===== config.mk =====
export PLATFORM = sky130hd
export DESIGN_NAME = boton_antirrebote_flat
export DESIGN_NICKNAME = d
export VERILOG_FILES = /design/src/rtl/boton_antirrebote_if.sv /design/src/rtl/boton_antirrebote.sv /design/src/flat_wrapper.sv
export SDC_FILE = /design/constraint.sdc
export NUM_CORES = 1
export LEC_CHECK = 0
export BUFFER_PORTS_ARGS = -buffer_cell sky130_fd_sc_hd__buf_2
export CORE_ASPECT_RATIO = 0.7
export CORE_MARGIN = 10
export CORE_UTILIZATION = 40
export CTS_CLUSTER_SIZE = 28
export DETAILED_ROUTE_END_ITERATION = 12
export REMOVE_ABC_BUFFERS = 1
export SYNTH_ARGS = -nofsm -noshare
export SYNTH_HDL_FRONTEND = slang
export SYNTH_SLANG_ARGS = --single-unit

===== constraint.sdc =====
create_clock -name clk -period 2.05 [get_ports clk]
set_input_delay 0 -clock clk [delete_from_list [all_inputs] [get_ports clk]]
set_output_delay 0 -clock clk [all_outputs]
set_load 0.01 [all_outputs]

===== src/rtl/boton_antirrebote_if.sv =====
// Button event bus between one conditioned pushbutton and its consumer.
// The raw input comes in; the debounced level and event pulses go out.
interface boton_antirrebote_if;
  logic boton_in;
  logic nivel;
  logic pulso;
  logic pulso_largo;
  logic pulso_corto;

  modport master (
    output boton_in,
    input  nivel,
    input  pulso,
    input  pulso_largo,
    input  pulso_corto
  );

  modport slave (
    input  boton_in,
    output nivel,
    output pulso,
    output pulso_largo,
    output pulso_corto
  );
endinterface


===== src/rtl/boton_antirrebote.sv =====
// Pushbutton conditioner: 2-FF synchroniser, debounce FSM, debounced level,
// and one-cycle press / long-press / short-release pulses.
module boton_antirrebote #(
  parameter int DEBOUNCE_CYCLES = 4,
  parameter int LONG_CYCLES     = 20,
  parameter bit ACTIVO_BAJO     = 1'b0
) (
  input  logic               clk,
  input  logic               reset,
  boton_antirrebote_if.slave bus
);

  localparam int CNT_W  = $clog2(DEBOUNCE_CYCLES + 1) + 1;
  localparam int HOLD_W = $clog2(LONG_CYCLES) + 1;

  localparam logic [CNT_W-1:0]  CNT_MAX  = CNT_W'(DEBOUNCE_CYCLES);
  localparam logic [HOLD_W-1:0] HOLD_MAX = HOLD_W'(LONG_CYCLES - 1);

  localparam logic [2:0] IDLE        = 3'd0;
  localparam logic [2:0] DEB_PRESS   = 3'd1;
  localparam logic [2:0] PRESSED     = 3'd2;
  localparam logic [2:0] LONG_HELD   = 3'd3;
  localparam logic [2:0] DEB_RELEASE = 3'd4;

  logic              sync1;
  logic              sync2;
  logic [2:0]        state;
  logic [CNT_W-1:0]  cnt;
  logic [HOLD_W-1:0] hold;
  logic              largo;
  logic              nivel_q;
  logic              pulso_q;
  logic              pulso_largo_q;
  logic              pulso_corto_q;

  // Pulses default low every cycle; hold is frozen while debouncing a release
  // so a bounce during a held press only delays the long-press event.
  always_ff @(posedge clk) begin
    if (!reset) begin
      sync1         <= 1'b0;
      sync2         <= 1'b0;
      state         <= IDLE;
      cnt           <= '0;
      hold          <= '0;
      largo         <= 1'b0;
      nivel_q       <= 1'b0;
      pulso_q       <= 1'b0;
      pulso_largo_q <= 1'b0;
      pulso_corto_q <= 1'b0;
    end else begin
      sync1         <= bus.boton_in ^ ACTIVO_BAJO;
      sync2         <= sync1;
      pulso_q       <= 1'b0;
      pulso_largo_q <= 1'b0;
      pulso_corto_q <= 1'b0;

      case (state)
        IDLE: begin
          if (sync2) begin
            state <= DEB_PRESS;
            cnt   <= CNT_W'(1);
          end
        end

        DEB_PRESS: begin
          if (!sync2) begin
            state <= IDLE;
          end else if (cnt == CNT_MAX) begin
            state   <= PRESSED;
            pulso_q <= 1'b1;
            nivel_q <= 1'b1;
            hold    <= '0;
            largo   <= 1'b0;
          end else begin
            cnt <= cnt + CNT_W'(1);
          end
        end

        PRESSED: begin
          if (!sync2) begin
            state <= DEB_RELEASE;
            cnt   <= CNT_W'(1);
          end else if (hold == HOLD_MAX) begin
            state         <= LONG_HELD;
            pulso_largo_q <= 1'b1;
            largo         <= 1'b1;
          end else begin
            hold <= hold + HOLD_W'(1);
          end
        end

        LONG_HELD: begin
          if (!sync2) begin
            state <= DEB_RELEASE;
            cnt   <= CNT_W'(1);
          end
        end

        DEB_RELEASE: begin
          if (sync2) begin
            state <= largo ? LONG_HELD : PRESSED;
          end else if (cnt == CNT_MAX) begin
            state         <= IDLE;
            nivel_q       <= 1'b0;
            pulso_corto_q <= ~largo;
          end else begin
            cnt <= cnt + CNT_W'(1);
          end
        end

        default: state <= IDLE;
      endcase
    end
  end

  assign bus.nivel       = nivel_q;
  assign bus.pulso       = pulso_q;
  assign bus.pulso_largo = pulso_largo_q;
  assign bus.pulso_corto = pulso_corto_q;

endmodule


===== src/flat_wrapper.sv =====
// flat-port wrapper written by rule: the top's interface ports become plain ports
module boton_antirrebote_flat 
#(
  parameter int DEBOUNCE_CYCLES = 4,
  parameter int LONG_CYCLES     = 20,
  parameter bit ACTIVO_BAJO     = 1'b0
)
  (clk, reset, bus_boton_in, bus_nivel, bus_pulso, bus_pulso_largo, bus_pulso_corto);
  boton_antirrebote_if bus_i ();
  input  logic clk;
  input  logic reset;
  input wire logic [$bits(bus_i.boton_in)-1:0] bus_boton_in;
  output wire logic [$bits(bus_i.nivel)-1:0] bus_nivel;
  output wire logic [$bits(bus_i.pulso)-1:0] bus_pulso;
  output wire logic [$bits(bus_i.pulso_largo)-1:0] bus_pulso_largo;
  output wire logic [$bits(bus_i.pulso_corto)-1:0] bus_pulso_corto;
  assign bus_i.boton_in = bus_boton_in;
  assign bus_nivel = bus_i.nivel;
  assign bus_pulso = bus_i.pulso;
  assign bus_pulso_largo = bus_i.pulso_largo;
  assign bus_pulso_corto = bus_i.pulso_corto;
  boton_antirrebote #(.DEBOUNCE_CYCLES(DEBOUNCE_CYCLES), .LONG_CYCLES(LONG_CYCLES), .ACTIVO_BAJO(ACTIVO_BAJO)) u_core (.clk(clk), .reset(reset), .bus(bus_i));
endmodule

==> results of run 1 <==
-- worst max-delay path by stage --
| stage | startpoint | endpoint | slack, ns | cells after the start |
|---|---|---|---|---|
| 5_1_grt | u_core.cnt[0]$_SDFFE_PN0P_ | u_core.state[0]$_SDFFE_PN0P_ | 0.18 | 6 |
| 3_5_place_dp | u_core.cnt[0]$_SDFFE_PN0P_ | u_core.state[0]$_SDFFE_PN0P_ | 0.32 | 6 |
| 4_1_cts | u_core.cnt[0]$_SDFFE_PN0P_ | u_core.state[0]$_SDFFE_PN0P_ | 0.30 | 6 |
| 2_1_floorplan | u_core.state[1]$_SDFFE_PN0P_ | u_core.hold[5]$_SDFFE_PN0P_ | 0.39 | 4 |
| 3_3_place_gp | u_core.cnt[0]$_SDFFE_PN0P_ | u_core.state[0]$_SDFFE_PN0P_ | 0.37 | 6 |
| 6_report | u_core.cnt[0]$_SDFFE_PN0P_ | u_core.state[0]$_SDFFE_PN0P_ | 0.30 | 6 |
-- per-layer routing --
layer  vias up  part of all wire [%]  GRT usage (%)
li1        478                     -              -
met1       463                    52           12.2
met2        23                    41           12.3
met3         4                   5.7           3.54
met4         0                   1.1           3.18
met5         -                     0              0
-- flip-flops by register name, summed over array words and instances (netlist names) --
signal,cells
u_core.bus.nivel,1
u_core.sync2,1
u_core.bus.pulso,1
u_core.largo,1
u_core.cnt,4
u_core.bus.pulso_corto,1
u_core.state,3
u_core.hold,6
u_core.sync1,1
u_core.bus.pulso_largo,1
-- cells by family after synthesis --
kind of cell,synth area share (%)
AOI/OAI and AO/OA,22.2
adders and majority gates,3.37
buffers and inverters,5.61
xor gates and xnor gates,2.36
and+or+nand+nor,30.5
DFF,35.9
-- cell usage after synthesis (2+ instances only) --
cell                       number
sky130_fd_sc_hd__nor2_1         7
sky130_fd_sc_hd__or3_1          3
sky130_fd_sc_hd__nor4_1         2
sky130_fd_sc_hd__nand4_1        2
sky130_fd_sc_hd__nand3_1        5
sky130_fd_sc_hd__and3_1         3
sky130_fd_sc_hd__o21ai_1        4
sky130_fd_sc_hd__inv_1          6
sky130_fd_sc_hd__o211ai_1       4
sky130_fd_sc_hd__o31ai_1        2
sky130_fd_sc_hd__a21o_1         2
sky130_fd_sc_hd__buf_2          5
sky130_fd_sc_hd__nor3_1         3
sky130_fd_sc_hd__and2_1         2
sky130_fd_sc_hd__nand2_1        6
sky130_fd_sc_hd__dfxtp_1       20
sky130_fd_sc_hd__nand2b_1       4
sky130_fd_sc_hd__o22ai_1        2
sky130_fd_sc_hd__ha_1           3
sky130_fd_sc_hd__or3b_1         2
sky130_fd_sc_hd__a21oi_1       11
sky130_fd_sc_hd__xor2_1         2
-- metrics by stage --
step	power, mW	instances	hold slack [ns]	setup WS, ns	area, µm²
6_report	0.742	166	0.0737	0.296	1230
5_1_grt	0.776	166	0.0827	0.177	1230
4_1_cts	0.755	166	0.0719	0.302	1230
3_5_place_dp	0.449	161	0.215	0.317	1160
3_3_place_gp	0.448	161	0.210	0.374	1160
2_1_floorplan	0.435	119	0.118	0.391	1070
-- power breakdown --
group	switching, mW	internal [mW]
logic	0.0251	0.0180
registers	0.00603	0.393
clock network	0.129	0.171
-- worst max-delay path, stage by stage, from the launching register on --
cell and delay, ns:
sky130_fd_sc_hd__dfxtp_1 0.40, sky130_fd_sc_hd__inv_1 0.06, sky130_fd_sc_hd__ha_1 0.23, sky130_fd_sc_hd__and3b_1 0.29, sky130_fd_sc_hd__or3_1 0.33, sky130_fd_sc_hd__a31oi_1 0.18
sky130_fd_sc_hd__o2111a_1 0.21
-- layout make-up --
type | count | area, µm² | area share (%)
Timing Repair Buffer | 9 | 55.1 | 4.49
Clock buffer | 4 | 55.1 | 4.49
Inverter | 6 | 22.5 | 1.83
Multi-Input combinational cell | 93 | 652 | 53.1
Tap cell | 34 | 42.5 | 3.47
Sequential cell | 20 | 400 | 32.6
==> results.txt, run 1 <==
----------------------------------------------------
[Layout]
  Fill cells ... approximately 250
  # diodes ... 0
  Most frequent cells in the layout ... 20 x sky130_fd_sc_hd__dfxtp_1, 11 x sky130_fd_sc_hd__a21oi_1, 7 x sky130_fd_sc_hd__nor2_1
  Final layout net count ... about 140
  Fraction of layout cells with a size suffix above 1 ... 16.7%
  Commonest non-fill, non-tap cell in the layout ... sky130_fd_sc_hd__dfxtp_1
  Area added between synthesis and finish ... 10.1%
  Post-route core utilization ... between 40% and 50%

[Global routing]
  Global-route usage over all layers ... 8.97%
  Initial antenna violation count ... 0
  Global-route congestion overflow total ... 0
  Vias in the first global route ... between 800 and 900
  Largest net degree at the start of global routing ... 15
  Global-route wire length before repair ... 4040 µm

[Critical path]
  Destination of the worst register-to-register timing path ... u_core.state[0]$_SDFFE_PN0P_
  CP Class ... flip-flop to flip-flop
  R2r startpoint ... u_core.cnt[0]$_SDFFE_PN0P_
  Endpoint type of the worst setup path ... flip-flop
  Data required time of the critical path ... 2.26 ns
  Worst setup SP type ... flip-flop
  Length in cells of the worst reg-to-reg path ... 6
  Maximum fanout along the worst path ... 7
  Minimum setup slack among reg-to-reg paths ... 0.30 ns
  Data arrival at the endpoint of the critical path ... 1.96 ns

[Clocking]
  Clock buffer depth ... 2
  Skew-Pair Late Insertion Delay ... 0.26 ns
  Reg clk slew, reported paths ... ~0.070 ns
  H-tree Lvls ... 1
  Setup Buffers After CTS ... 0
  Resized cells post-CTS ... 0
  Clock sink total ... 20
  Count of hold-fix buffers inserted at cts ... 1
  CTS Root Buffer Type ... sky130_fd_sc_hd__clkbuf_8
  Total CTS buffers ... 3
  Clock tree from TritonCTS ... yes

[Synthesis]
  Number of flops mapped to enable cells by yosys ... 0
  Number of register bits inferred by synthesis ... 20
  Leading cell types by total area after synthesis ... sky130_fd_sc_hd__dfxtp_1 36%, sky130_fd_sc_hd__a21oi_1 4.9%, sky130_fd_sc_hd__ha_1 3.4%
  Register area share after synthesis ... 35.9%
  Yosys warning total ... 0
  Count of cell types in the netlist ... 48
  Mean post-synth cell area ... ~8.8 µm²
  Instance count of the mapped netlist ... 126
  Synth top area share ... a little over a third
  Share of synthesized flip-flops with an asynchronous set or reset ... 0%
  Cell area after synthesis ... approximately 1100 µm²
  Post-synth top flop ... sky130_fd_sc_hd__dfxtp_1
  Largest area contributor in the synthesized netlist ... sky130_fd_sc_hd__dfxtp_1

[Min path]
  Min-Delay Startpoint ... reset
  Worst hold path depth ... 2
  Endpoint, Worst Hold ... u_core.hold[0]$_SDFFE_PN0P_
  Tightest Hold Check Type ... input pin to flip-flop

[Floorplan]
  Rows ... 15
  Die Span X ... 83.1 µm
  Core Region ... 2550 µm²
  Height of the die ... 64.2 µm
  Initial standard-cell utilization of the core ... a little over two fifths
  Die Area ... approximately 5300 µm²
  Top Ports ... 7

[Detailed routing]
  Number of detailed-routing iterations run before antenna repair ... 4
  DRC violations left ... 0
  Final routed wirelength across all metal layers ... 2370 µm
  Starting DRT DRC Count ... ~100
  Detail Route Antenna Nets ... 0
  Vias ... 968
  WL/cell ... between 10 and 15 µm
  DR vias/cell ... 5.83

[STA]
  Worst clock skew ... 0.00192 ns
  Unrepaired setup endpoints after global routing ... false
  Maximum clock rate ... roughly 570 MHz
  Final critical path time including I/O delays and setup ... ~1.8 ns
  Relative slew margins ... 65.3%
  Final worst path period share ... 85.6%
  Final slew viol count ... 0
  Final sum of negative setup slack ... 0 ns
  Tightest Pin Transition ... between 0.5 and 0.6 ns
  Endpoints failing setup ... 0
  Total count of hold-check failures in the final report ... 0

[Run status]
  Status ... finished, final reports clean

[Place]
  Routability congestion estimate ... 0.836
  Input/output buffers ... 6
  Total half-perimeter wirelength after legalization and detailed placement ... 1730 µm

[Power]
  Pwr Density ... 605 nW/µm²
  IR drop worst, VDD ... 243 µV
  Static power due to leakage ... 0.461 nW

[Run]
  Max cap viols ... 0

----------------------------------------------------
Note: power is estimated with default switching activity, not from simulation.
==> run 2, diff against run 1 <==
--- a/config.mk
+++ b/config.mk
@@ -8,9 +8,10 @@
 export BUFFER_PORTS_ARGS = -buffer_cell sky130_fd_sc_hd__buf_2
 export CORE_ASPECT_RATIO = 0.7
 export CORE_MARGIN = 10
-export CORE_UTILIZATION = 40
+export CORE_UTILIZATION = 58
 export CTS_CLUSTER_SIZE = 28
 export DETAILED_ROUTE_END_ITERATION = 12
+export PLACE_DENSITY = 0.77
 export REMOVE_ABC_BUFFERS = 1
 export SYNTH_ARGS = -nofsm -noshare
 export SYNTH_HDL_FRONTEND = slang
==> run 2 against run 1 <==
  * Die area shrank 23%
  * Non-clock buffer count is 1 higher
  * Cell area decreased by 0.82%
  * Power up 3.1%
  * Sequential power is essentially flat
  * Register-to-register slack got worse by 0.04 ns
  * Routed wire length shrank 0.30%
  * Clock power increased by 7.3%
  * Sequential share of layout area grew 0.27 points
  * Maximum frequency is 2.1% lower
  * Via count is 0.52% lower
  * Worst hold slack worse by 0.048 ns
==> results.txt, run 2 (same netlist as run 1, synthesis figures left out) <==
----------------------------------------------------
[Run status]
  Status ... finished, final reports clean

[STA]
  Final sum of negative setup slack ... 0 ns
  Worst clock skew ... 0.0159 ns
  Final slew viol count ... 0
  Relative slew margins ... 67.6%
  Total count of hold-check failures in the final report ... 0
  Final worst path period share ... 87.4%
  Unrepaired setup endpoints after global routing ... false
  Endpoints failing setup ... 0
  Final worst setup slack ... 0.259 ns
  Maximum clock rate ... 558 MHz
  Tightest Pin Transition ... around 0.49 ns
  Final critical path time including I/O delays and setup ... 1.79 ns

[Clocking]
  Reg clk slew, reported paths ... 0.12 ns
  Total CTS buffers ... 3
  H-tree Lvls ... 1
  Clock sink total ... 20
  CTS Root Buffer Type ... sky130_fd_sc_hd__clkbuf_4
  Skew-Pair Late Insertion Delay ... about 0.31 ns
  Clock tree from TritonCTS ... yes
  Clock buffer depth ... 2
  Setup Buffers After CTS ... 0

[Critical path]
  Worst setup SP type ... flip-flop
  Maximum fanout along the worst path ... 7
  Endpoint type of the worst setup path ... flip-flop
  CP Class ... flip-flop to flip-flop
  Data arrival at the endpoint of the critical path ... 2.03 ns
  Data required time of the critical path ... 2.28 ns

[Place]
  Total half-perimeter wirelength after legalization and detailed placement ... 1740 µm
  Worst setup slack before clock tree synthesis ... 0.287 ns
  Input/output buffers ... 6
  Routability congestion estimate ... approximately 0.9

[Layout]
  # diodes ... 0
  Commonest non-fill, non-tap cell in the layout ... sky130_fd_sc_hd__dfxtp_1
  Post-route core utilization ... about two thirds
  Most frequent cells in the layout ... 20 x sky130_fd_sc_hd__dfxtp_1, 11 x sky130_fd_sc_hd__a21oi_1, 7 x sky130_fd_sc_hd__nor2_1
  Largest Register ... u_core.hold
  Fraction of layout cells with a size suffix above 1 ... about 17%
  Area added between synthesis and finish ... 9.20%
  Flip-flop count of the largest register, all copies and words added ... 6
  Regs by FF count ... u_core.hold: 6 flops, u_core.cnt: 4 flops, u_core.state: 3 flops
  Final layout net count ... 140

[Detailed routing]
  Starting DRT DRC Count ... 86
  Final routed wirelength across all metal layers ... 2360 µm
  DRC violations left ... 0
  DR vias/cell ... 6.21
  Vias ... 963
  WL/cell ... 15.2 µm
  Detail Route Antenna Nets ... 0
  Number of detailed-routing iterations run before antenna repair ... 4

[Floorplan]
  Die Area ... 4100 µm²
  Die Span X ... between 70 and 80 µm
  Rows ... 13
  Core Region ... around 1800 µm²
  Height of the die ... 56.7 µm
  Initial standard-cell utilization of the core ... between 60% and 70%
  Top Ports ... 7

[Global routing]
  Vias in the first global route ... between 900 and 1k
  Global-route congestion overflow total ... 0
  Global-route usage over all layers ... 12.7%
  Global-route wire length before repair ... 4310 µm
  Largest net degree at the start of global routing ... 15
  Initial antenna violation count ... 0

[Power]
  Pwr Density ... 628 nW/µm²
  Static power due to leakage ... between 0.4 and 0.5 nW
  IR drop worst, VDD ... 661 µV

[Run]
  Max cap viols ... 0

[Min path]
  Tightest Hold Check Type ... input pin to flip-flop

----------------------------------------------------
## run 2: cell types whose count changed in the layout (fill, tap and decap cells not counted), sizes merged
cell | before | now
clkbuf | 4 | 3
bufinv | 0 | 1
buf | 8 | 9
## run 2: critical path: stages, from the launching register on
cell and delay, ns:
sky130_fd_sc_hd__dfxtp_1 0.43, sky130_fd_sc_hd__inv_1 0.08, sky130_fd_sc_hd__ha_1 0.24, sky130_fd_sc_hd__and3b_1 0.28, sky130_fd_sc_hd__nor4_2 0.37, sky130_fd_sc_hd__nor3_1 0.09
sky130_fd_sc_hd__a211oi_1 0.22
## run 2: repair_timing
| item | CTS | global route |
|---|---|---|
| hold buffers | 1 | 0 |
| resized for setup | 0 | 0 |
| endpoints found under the hold margin | 1 | 0 |
## run 2: routing by layer
layer | part of all wire (%) | GRT usage, % | vias up
met4 | 0.68 | 3.78 | 0
met1 | 51 | 17.7 | 446
li1 | - | - | 479
met3 | 8.4 | 4.91 | 4
met5 | 0 | 0 | -
met2 | 40 | 17.1 | 34
## run 2: area by class of cell
type	count	area (µm²)
Clock buffer	3	22.5
Clock inverter	1	30.0
Fill cell	153	621
Inverter	6	22.5
Multi-Input combinational cell	93	652
Sequential cell	20	400
Tap cell	22	27.5
Timing Repair Buffer	10	62.6
## run 2: final timing paths
| kind | startpoint | to | slack, ns | cells past startpoint |
|---|---|---|---|---|
| min reg2reg | u_core.largo$_SDFFE_PN0P_ | u_core.bus.pulso_corto$_SDFF_PP0_ | 0.44 | 1 |
| max reg2reg | u_core.cnt[0]$_SDFFE_PN0P_ | u_core.cnt[0]$_SDFFE_PN0P_ | 0.26 | 6 |
| max | u_core.cnt[0]$_SDFFE_PN0P_ | u_core.cnt[0]$_SDFFE_PN0P_ | 0.26 | 6 |
| min | reset | u_core.state[0]$_SDFFE_PN0P_ | 0.03 | 2 |
## run 2: power by group
group,switching [mW],internal (mW)
Clock,0.124,0.198
Sequential,0.00691,0.393
Combinational,0.0245,0.0180
## run 2: stage by stage
step	instance area (µm²)	hold slack, ns	power (mW)	std cells
6_report	1220	0.0255	0.765	155
5_1_grt	1220	0.0320	0.795	155
4_1_cts	1220	0.0123	0.774	155
3_5_place_dp	1150	0.216	0.449	150
3_3_place_gp	1150	0.210	0.447	150
2_1_floorplan	1070	0.118	0.435	119
==> run 3, diff against run 2 <==
--- a/config.mk
+++ b/config.mk
@@ -8,10 +8,10 @@
 export BUFFER_PORTS_ARGS = -buffer_cell sky130_fd_sc_hd__buf_2
 export CORE_ASPECT_RATIO = 0.7
 export CORE_MARGIN = 10
-export CORE_UTILIZATION = 58
+export CORE_UTILIZATION = 30
 export CTS_CLUSTER_SIZE = 28
 export DETAILED_ROUTE_END_ITERATION = 12
-export PLACE_DENSITY = 0.77
+export GPL_TIMING_DRIVEN = 0
 export REMOVE_ABC_BUFFERS = 1
 export SYNTH_ARGS = -nofsm -noshare
 export SYNTH_HDL_FRONTEND = slang
==> run 3 against run 2 <==
  * Via count down 4.3%
  * Die area up 61%
  * Register-to-register slack is essentially flat
  * Power is 1.9% lower
  * Final cell count grew 16%
  * Critical path depth did not move
  * Clock-buffer cell count grew 1
  * Worst hold slack better by 0.044 ns
  * First-iteration DRC count grew 9.3%
  * Sequential power about the same
  * Clock skew is 0.010 ns lower
  * Critical path type unchanged
==> results.txt, run 3 (same netlist as run 1, synthesis figures left out) <==
----------------------------------------------------
[Place]
  Instance area after placement ... 1170 µm²
  Total half-perimeter wirelength after legalization and detailed placement ... 1670 µm
  Total placed cells including tap cells ... 175
  Routability congestion estimate ... 0.801
  Worst setup slack before clock tree synthesis ... 0.164 ns
  Input/output buffers ... 6

[STA]
  Endpoints failing setup ... 0
  Relative slew margins ... roughly two thirds
  Final sum of negative setup slack ... 0 ns
  Post-Route Hold Slack ... approximately 0.069 ns
  Final slew viol count ... 0
  Final worst setup slack ... 0.272 ns
  Unrepaired setup endpoints after global routing ... false
  Final critical path time including I/O delays and setup ... 1.78 ns
  Final worst path period share ... 86.7%
  Tightest Pin Transition ... slightly above 0.5 ns
  Maximum clock rate ... 562 MHz
  Worst clock skew ... 0.00551 ns
  Total count of hold-check failures in the final report ... 0

[Power]
  IR drop worst, VDD ... between 200 and 250 µV
  Total net switching power ... 0.169 mW
  Pwr Density ... around 600 nW/µm²
  Overall power ... 0.750 mW
  Clock share of power ... 41.3%
  Relative contribution of combinational cells to total power ... 5.2%
  Sequential share of power ... 53.5%
  Switching portion of total power ... 22.5%
  Internal ... 0.581 mW
  Static power due to leakage ... 0.451 nW

[Floorplan]
  Rows ... 18
  Die Area ... around 6600 µm²
  Core Region ... 3560 µm²
  Top Ports ... 7
  Initial standard-cell utilization of the core ... about 31%
  Height of the die ... 71 µm
  Die Span X ... between 90 and 100 µm

[Detailed routing]
  Number of detailed-routing iterations run before antenna repair ... 5
  WL/cell ... 13.0 µm
  DR vias/cell ... 5.12
  Starting DRT DRC Count ... between 90 and 100
  Vias ... between 900 and 1k
  Final routed wirelength across all metal layers ... 2330 µm
  DRC violations left ... 0
  Detail Route Antenna Nets ... 0

[Global routing]
  Largest net degree at the start of global routing ... 22
  Vias in the first global route ... between 800 and 900
  Global-route congestion overflow total ... 0
  Global-route wire length before repair ... 3920 µm
  Initial antenna violation count ... 0
  Global-route usage over all layers ... 7.15%

[Clocking]
  Clock tree from TritonCTS ... yes
  Total CTS buffers ... 3
  H-tree Lvls ... 1
  Reg clk slew, reported paths ... about 0.080 ns
  Skew-Pair Late Insertion Delay ... approximately 0.27 ns
  Clock sink total ... 20
  Clock buffer depth ... 2
  CTS Root Buffer Type ... sky130_fd_sc_hd__clkbuf_8

[Critical path]
  Maximum fanout along the worst path ... 7
  CP Class ... flip-flop to flip-flop
  Data arrival at the endpoint of the critical path ... 1.97 ns
  Data required time of the critical path ... 2.24 ns
  Worst setup SP type ... flip-flop
  Endpoint type of the worst setup path ... flip-flop

[Layout]
  Commonest non-fill, non-tap cell in the layout ... sky130_fd_sc_hd__dfxtp_1
  Area added between synthesis and finish ... 10.7%
  Fraction of layout cells with a size suffix above 1 ... 16.2%
  Post-route core utilization ... 34.7%
  Most frequent cells in the layout ... 19 x sky130_fd_sc_hd__dfxtp_1, 11 x sky130_fd_sc_hd__a21oi_1, 7 x sky130_fd_sc_hd__nor2_1
  Final layout net count ... 137
  Post-route cell area ... 1230 µm²
  Flip-flop count of the largest register, all copies and words added ... 6
  Regs by FF count ... u_core.hold: 6 flops, u_core.cnt: 4 flops, u_core.state: 3 flops
  Largest Register ... u_core.hold
  # diodes ... 0
  Final non-filler cell total ... 180

[Min path]
  Tightest Hold Check Type ... input pin to flip-flop

[Run status]
  Status ... finished, final reports clean

[Run]
  Max cap viols ... 0

----------------------------------------------------
[run 3: cell types whose count changed in the layout (fill, tap and decap cells not counted)]
cell / before / now
sky130_fd_sc_hd__buf_4: 3 / 0
sky130_fd_sc_hd__bufinv_16: 1 / 0
sky130_fd_sc_hd__clkbuf_4: 3 / 0
sky130_fd_sc_hd__clkbuf_8: 0 / 4
sky130_fd_sc_hd__dfxtp_1: 20 / 19
sky130_fd_sc_hd__dfxtp_2: 0 / 1
[run 3: path summary, 6_finish.rpt]
path / endpoint / startpoint / slack (ns) / cells after the start
max: u_core.cnt[0]$_SDFFE_PN0P_ / u_core.cnt[0]$_SDFFE_PN0P_ / 0.27 / 6
min reg2reg: u_core.bus.pulso_corto$_SDFF_PP0_ / u_core.largo$_SDFFE_PN0P_ / 0.43 / 1
min: u_core.hold[0]$_SDFFE_PN0P_ / reset / 0.07 / 2
max reg2reg: u_core.cnt[0]$_SDFFE_PN0P_ / u_core.cnt[0]$_SDFFE_PN0P_ / 0.27 / 6
[run 3: repair_timing]
action,4_1_cts,5_1_grt
hold buffers,1,0
endpoints found under the hold margin,1,0
gates resized for setup,0,1
endpoints found under the setup margin,0,1
setup buffers,0,0
[run 3: power by group through the flow]
stage | Clock, mW | Combinational (mW) | Sequential [mW]
3_5_place_dp | 0 | 0.0377 | 0.410
5_1_grt | 0.339 | 0.0433 | 0.402
3_3_place_gp | 0 | 0.0365 | 0.410
2_1_floorplan | 0 | 0.0271 | 0.408
6_report | 0.310 | 0.0389 | 0.401
4_1_cts | 0.321 | 0.0392 | 0.401
[run 3: critical path, stage by stage, from the launching register on]
cell	delay [ns]
sky130_fd_sc_hd__dfxtp_1	0.41
sky130_fd_sc_hd__inv_1	0.06
sky130_fd_sc_hd__ha_1	0.24
sky130_fd_sc_hd__and3b_1	0.29
sky130_fd_sc_hd__nor4_2	0.39
sky130_fd_sc_hd__nor3_1	0.09
sky130_fd_sc_hd__a211oi_1	0.21
[run 3: cell type report]
cell class                      count  area, µm²
Fill cell                         392       2320
Multi-Input combinational cell     93        652
Sequential cell                    20        402
Tap cell                           50       62.6
Clock buffer                        4       55.1
Timing Repair Buffer                7       40.0
Inverter                            6       22.5
[run 3: routing by layer]
layer  vias up  part of all wire (%)  GRT usage (%)
li1        471                     -              -
met1       430                    52           9.69
met2        16                    40           9.62
met3         5                   5.9           2.85
met4         0                   1.9           3.07
met5         -                     0              0
